### src/rtl/shift_pkg.sv
// Shared encodings for the multi-cycle shift/rotate unit: op codes, FSM states, default widths.
package shift_pkg;

  localparam int WIDTH_DEF = 16;
  localparam int CNT_W_DEF = 4;

  localparam logic [2:0] OP_ROL = 3'b000;
  localparam logic [2:0] OP_ROR = 3'b001;
  localparam logic [2:0] OP_SLL = 3'b010;
  localparam logic [2:0] OP_SRA = 3'b011;
  localparam logic [2:0] OP_SRL = 3'b100;

  typedef logic [1:0] state_t;
  localparam state_t ST_IDLE  = 2'd0;
  localparam state_t ST_SHIFT = 2'd1;
  localparam state_t ST_DONE  = 2'd2;

  function automatic logic op_legal(input logic [2:0] op);
    return op <= OP_SRL;
  endfunction

endpackage

### src/rtl/shift_step.sv
// Combinational one-bit shift/rotate stage: produces the value after a single step of op.
module shift_step
  import shift_pkg::*;
#(
  parameter int WIDTH = WIDTH_DEF
) (
  input  logic [WIDTH-1:0] val,
  input  logic [2:0]       op,
  output logic [WIDTH-1:0] nxt
);

  always_comb begin
    // NOTE: assign a default before the case so no path leaves nxt unassigned (no latch).
    nxt = val;
    case (op)
      OP_ROL:  nxt = {val[WIDTH-2:0], val[WIDTH-1]};
      OP_ROR:  nxt = {val[0], val[WIDTH-1:1]};
      OP_SLL:  nxt = {val[WIDTH-2:0], 1'b0};
      OP_SRA:  nxt = {val[WIDTH-1], val[WIDTH-1:1]};
      OP_SRL:  nxt = {1'b0, val[WIDTH-1:1]};
      default: nxt = val;
    endcase
  end

endmodule

### src/rtl/shift_seq.sv
// Multi-cycle shift/rotate sequencer: one single-bit step per clock until the count is spent.
// Optional SHIFT_SEQ_EARLY_TERM_EN finishes early once further steps cannot change the value.
module shift_seq
  import shift_pkg::*;
#(
  parameter int WIDTH = WIDTH_DEF,
  parameter int CNT_W = CNT_W_DEF
) (
  input  logic             clk,
  input  logic             rst_n,
  input  logic             start,
  input  logic [WIDTH-1:0] in,
  input  logic [2:0]       op,
  input  logic [CNT_W-1:0] cnt,
  output logic             ready,
  output logic             busy,
  output logic             done,
  output logic             err,
  output logic [WIDTH-1:0] out
);

  state_t           state_q, state_d;
  logic [WIDTH-1:0] val_q, val_d;
  logic [2:0]       op_q, op_d;
  logic [CNT_W-1:0] rem_q, rem_d;
  logic [WIDTH-1:0] out_q, out_d;
  logic             err_q, err_d;
  logic [WIDTH-1:0] step_val;
  logic             settled;
  logic             legal;

  shift_step #(.WIDTH(WIDTH)) u_step (
    .val (val_q),
    .op  (op_q),
    .nxt (step_val)
  );

`ifdef SHIFT_SEQ_EARLY_TERM_EN
  // Fixed points of the logical/arithmetic shifts; rotates never settle.
  assign settled = (((op_q == OP_SLL) || (op_q == OP_SRL)) && (val_q == '0)) ||
                   ((op_q == OP_SRA) && ((val_q == '0) || (val_q == '1)));
`else
  assign settled = 1'b0;
`endif

  assign legal = op_legal(op);

  always_comb begin
    state_d = state_q;
    val_d   = val_q;
    op_d    = op_q;
    rem_d   = rem_q;
    out_d   = out_q;
    err_d   = err_q;
    case (state_q)
      ST_IDLE, ST_DONE: begin
        if (start) begin
          val_d = in;
          op_d  = op;
          rem_d = cnt;
          err_d = !legal;
          if (!legal || (cnt == '0)) begin
            out_d   = in;
            state_d = ST_DONE;
          end else begin
            state_d = ST_SHIFT;
          end
        end else begin
          state_d = ST_IDLE;
        end
      end
      ST_SHIFT: begin
        if (settled) begin
          out_d   = val_q;
          state_d = ST_DONE;
        end else begin
          val_d = step_val;
          if (rem_q != '0) rem_d = rem_q - CNT_W'(1);
          if (rem_q == CNT_W'(1)) begin
            out_d   = step_val;
            state_d = ST_DONE;
          end
        end
      end
      default: state_d = ST_IDLE;
    endcase
  end

  // NOTE: sequential state uses non-blocking assignments so all flops update together.
  always_ff @(posedge clk or negedge rst_n) begin
    if (!rst_n) begin
      state_q <= ST_IDLE;
      val_q   <= '0;
      op_q    <= OP_ROL;
      rem_q   <= '0;
      out_q   <= '0;
      err_q   <= 1'b0;
    end else begin
      state_q <= state_d;
      val_q   <= val_d;
      op_q    <= op_d;
      rem_q   <= rem_d;
      out_q   <= out_d;
      err_q   <= err_d;
    end
  end

  assign ready = (state_q == ST_IDLE) || (state_q == ST_DONE);
  assign busy  = (state_q == ST_SHIFT);
  assign done  = (state_q == ST_DONE);
  assign err   = err_q;
  assign out   = out_q;

endmodule
### config.mk
export PLATFORM = sky130hd
export DESIGN_NAME = shift_seq
export DESIGN_NICKNAME = d
export VERILOG_FILES = /design/src/rtl/shift_pkg.sv /design/src/rtl/shift_step.sv /design/src/rtl/shift_seq.sv
export SDC_FILE = /design/constraint.sdc
export NUM_CORES = 1
export LEC_CHECK = 0
export ABC_AREA = 1
export CAP_MARGIN = 20
export CORE_MARGIN = 8
export CORE_UTILIZATION = 31
export DETAILED_ROUTE_END_ITERATION = 10
export GPL_ROUTABILITY_DRIVEN = 0
export SKIP_CTS_REPAIR_TIMING = 1
export SLEW_MARGIN = 20
export SYNTH_ARGS = -nofsm -noshare
export SYNTH_HDL_FRONTEND = slang
export SYNTH_SLANG_ARGS = --single-unit
### constraint.sdc
create_clock -name clk -period 2.78 [get_ports clk]
set_clock_uncertainty 0.1 [all_clocks]
set_input_delay 0.417 -clock clk [delete_from_list [all_inputs] [get_ports clk]]
set_output_delay 0.417 -clock clk [all_outputs]
set_load 0.05 [all_outputs]
======== After elaboration in Yosys (flattened, before gate mapping) ========
Cells that the tools add are included.
word-level totals
  logic and storage cells ................. 46
  register bits ........................... 42
  bits of input ports ..................... 26
  output and inout port bits .............. 20
cells by class
  $lt $le $gt $ge ......................... 1
  $add $sub $neg .......................... 1
  muxes and demuxes ....................... 14
  reductions and logical operators ........ 13
  equal/unequal tests ..................... 11
operators by type and width
  operator               number
  $pmux W16 S5           1
  $mux W16               4
  $pmux W16 S2           2
  $mux W4                2
  $pmux W4 S2            1
  $eq A3 B2 Y1 const B   2
  $mux W2                3
  $eq A4 B1 Y1 const B   1
  $logic_not A4 Y1       1
  $ne A2 B1 Y1 const B   2
  $ne A2 B2 Y1 const B   2
  $pmux W2 S2            1
  $reduce_and A2 Y1      2
  $reduce_and A4 Y1      1
  $reduce_bool A4 Y1     1
  $sub A4 B1 Y4 const B  1
  $eq A3 B1 Y1 const B   1
  $eq A3 B3 Y1 const B   1
  $le A3 B3 Y1 const B   1
  $logic_not A3 Y1       1
  $reduce_and A3 Y1      1
  $eq A2 B1 Y1 const B   1
  $eq A2 B2 Y1 const B   1
  $logic_not A2 Y1       1
  other kinds (4)        5

======== Depth between registers and ports, before layout ========
  depth after elaboration ................. 6
  mapped depth ............................ 10
  depth with buffers taken out ............ 9

======== Hierarchy ========
Synthesis repeated with hierarchy kept, for this count alone.
second synthesis, totals
  cell total of the unflattened synthesis .. 333
  area, all modules ....................... 2472.4 um^2
by module, submodules not included
  module      area an instance (um^2)  cells each  sequential area each (um^2)  times used
  shift_seq   1970.6                   235         1051.0                       1
  shift_step  501.7                    98          0.0                          1

======== Worst setup path after synthesis ========
OpenSTA, ideal clock, no wires.
  kind .................................... register -> register
  start ................................... reg state_q[0]
  end ..................................... reg out_q[10], in the netlist out[10]
  period minus slack after synthesis ...... 1.857 ns
  library setup time ...................... 0.118 ns
  arrival time ............................ 1.639 ns
  required time ........................... 2.562 ns
  cell stages (with the launch flop) ...... 9
  setup slack ............................. 0.923 ns
  path buffers ............................ 1
  cells stage by stage .................... dfrtp_1 inv_2 nor2_8 buf_1 nand2_1 inv_1 nand2_1 nand3_1 nand2_1
on the way
  elaborated cells on any way between the ends .. 10
  those cells by class .................... 5 x eq/ne; 1 x mux; 4 x reduce/logical
RTL lines
  element                                                                     line              RTL
  start: declaration                                                          shift_seq.sv:22   state_t state_q, state_d;
  start signal: assignment                                                    shift_seq.sv:99   state_q <= state_d;
  $eq A2 B1 Y1 *                                                              --
  net busy                                                                    shift_seq.sv:16   output logic busy,
  $ne A2 B1 Y1 (no source line) / $reduce_bool A2 Y1 (equally long branches)  --
  $reduce_and A4 Y1 (no source line)                                          --
  end signal: assignment                                                      shift_seq.sv:103  out_q <= out_d;
  end: declaration                                                            shift_seq.sv:26   logic [WIDTH-1:0] out_q, out_d;
The timed path passes the listed nets; every way through them passes the cells marked *.
A chain may end at the register's enable or synchronous reset.

======== Final worst setup path ========
  start ................................... reg state_q[1]
  end ..................................... out busy
on the way
  cells in the longest elaborated chain, start to end .. 1
RTL lines
  element           line              RTL
  $eq A2 B1 Y1      shift_seq.sv:109  assign busy = (state_q == ST_SHIFT);
  end: declaration  shift_seq.sv:16
Every way passes these cells.

==> results.yml <==
yosys:
  yosysUniqueCellTypes: 25
  yosys.area.top_type: "dfrtp_1"
  synth.cell_area_um2: 2480
  yosysMostFrequentCell: "nand2_1"
  synth-edff-count: 0
  ys_warn_count: 0
  yosysSeqAreaShare_pct: 42.3
  yosys-top-cells-count: "nand2_1 (169), nand3_1 (51), dfrtp_1 (42), inv_1 (24)"
  async_reset_ff_share_pct: 100
  yosys_register_bits: 42
  syn_inst: 361
  synth_top_area_share_pct: 42.3
  synth.net_count: 389
  synth_area_leaders: "dfrtp_1 (42%), nand2_1 (26%), nand3_1 (10%), or2_2 (4.0%), inv_1 (3.6%)"
  synth_flop_cell: "dfrtp_1"
  avgSynthCellArea_um2: 6.88
setup_path:
  worstSetupEndpointType: "output port"
  cp_cell_sequence: "nor2_8, clkdlybuf4s50_1"
  cp_data_arrival_time_ns: 1.71
  crit_fanout: 4
  cp_slowest_stage_delay_ns: 0.82
  cp.required_ns: 2.26
  cp_slowest_cell: "clkdlybuf4s50_1"
  critical_path.startpoint_type: "register"
  crit_type: "register to output port"
global_routing:
  grt_start_max_net_pins: 43
  grt_pass1_wl_um: 11200
  grt_pass1_vias: 2360
  gr-total-overflow: 0
  antenna_found_initial: 0
  grt.total_usage_pct: 12.2
cells_and_area:
  diodes: 0
  area_growth_pct: 26.5
  finalNetCount: 429
  drive_above_1_share_pct: 9.20
  final_core_util_pct: 40.6
clock_network:
  clk_pin_slew_worst_paths_ns: 0.08
  cts_tree: "yes"
  numCtsBuffers: 5
  clock_latency_ns: 0.30
  h-tree-depth: 2
  clock_sinks: 42
  clock_path_buffers: 2
  cts_root_buf: "clkbuf_8"
routing:
  drc: 0
  dr.pass1.iters: 4
  drt-initial-drc-count: 183
  dr_total_vias: 2328
  routedWlPerCell_um: 12.7
  ant_nets: 0
  via_per_inst: 4.62
  drt-total-wl_um: 6420
timing:
  slew_violations: 0
  max-slew-margin-rel_pct: 37.6
  fin_tns_setup_ns: 0
  timing.final.crit_share_pct: 80.1
  worst_hold_slack_ns: 0.151
  tightestPinTransition_ns: 0.935
  fmax_mhz: 449
  final_hold_viol_count: 0
  rsz0062_at_grt: "false"
  fin_crit_ns: 2.23
  setup_violations: 0
  postLayoutSetupSlackWorst_ns: 0.553
flow_run:
  maxCapViolations: 0
floorplan:
  core_um2: 7730
  start_util_pct: 32.1
  dieArea_um2: 11100
  io_pins: 46
  fp.dieW_um: 105
  die_h_um: 105
  rows: 32
power:
  power_uw: 4370
  leakage_uw: 0.00164
  vdd_drop_max_mv: 0.581
  p_per_area_nw_per_um2: 1390
place:
  port_buffers: 45
  hpwl_um: 4440
  pre_cts_ws_ns: 0.519
run_status:
  outcome: "completed"
worst_hold_path:
  min_path_type: "input port to asynchronous set/reset pin"
[worst paths after layout]
path / startpoint / to / slack, ns / cells after the start
max: state_q[1] / busy / 0.55 / 2
min: rst_n / rem_q[0] / 0.15 / 1
max reg2reg: op_q[2] / out[11] / 0.68 / 8
min reg2reg: out[9] / out[9] / 0.39 / 2
max in group asynchronous: rst_n / val_q[0] / 1.85 / 1
min in group clk: out[9] / out[9] / 0.39 / 2
[metrics by stage]
stage	instance area [um^2]	instances
floorplan	2480	361
global placement	3000	496
detailed placement	3000	496
CTS	3140	504
global route	3140	504
finish	3140	504
[critical path: cells and delay by family (launching register included)]
family                 cells  cell delay [ns]
buffers and inverters      1             0.82
flip-flops                 1             0.44
AND/OR/NAND/NOR            1             0.16
[report_power, final]
part           switching (uW)  leakage [uW]  internal, uW
sequential                269      0.000508           927
clock                     217     0.0000714           383
combinational            1730       0.00106           847
[routing by layer]
layer / vias to the layer above / GRT usage [%] / part of all wire [%]
met2: 43 / 19.2 / 46
met1: 1081 / 16.0 / 48
met3: 7 / 2.74 / 4.7
met4: 0 / 4.69 / 1.6
li1: 1197 / - / -
met5: - / 0 / 0
[flip-flops by register name, summed over array words and instances (netlist names)]
name     count
val_q       16
rem_q        4
out         16
op_q         3
err          1
state_q      2
[cells by family (layout without fill, tap and decap cells)]
family	Yosys count	count (layout)	share of synthesized area, %
fa+ha+maj	2	2	1.01
buf+inv	42	83	7.26
xor+xnor	1	1	0.353
flops	42	42	42.3
simple gates	258	258	45.7
compound gates	16	16	3.38
[area by class of cell]
type                       count  area (um^2)
fill                         786         4590
tap                          102          128
multi-input combinational    277         1250
clock buffer                   6         82.6
sequential                    42         1050
clock inverter                 2         60.1
timing repair buffer          47          460
inverter                      28          108
[cells in the final DEF (no fill, tap or decap), types with 2 or more instances in the layout]
| master | synthesis | final |
|---|---|---|
| nor2_8 | 2 | 2 |
| nand3_1 | 51 | 51 |
| nor2_1 | 16 | 16 |
| inv_1 | 24 | 24 |
| o21ai_0 | 8 | 8 |
| buf_4 | 1 | 2 |
| a21oi_1 | 6 | 6 |
| inv_2 | 2 | 2 |
| clkdlybuf4s50_1 | 0 | 44 |
| dfrtp_1 | 42 | 42 |
| ha_1 | 2 | 2 |
| nand2_1 | 169 | 169 |
| clkbuf_8 | 0 | 6 |
| or2_2 | 16 | 16 |
| bufinv_16 | 0 | 2 |
No activity file was read; power rests on OpenSTA's default activity.
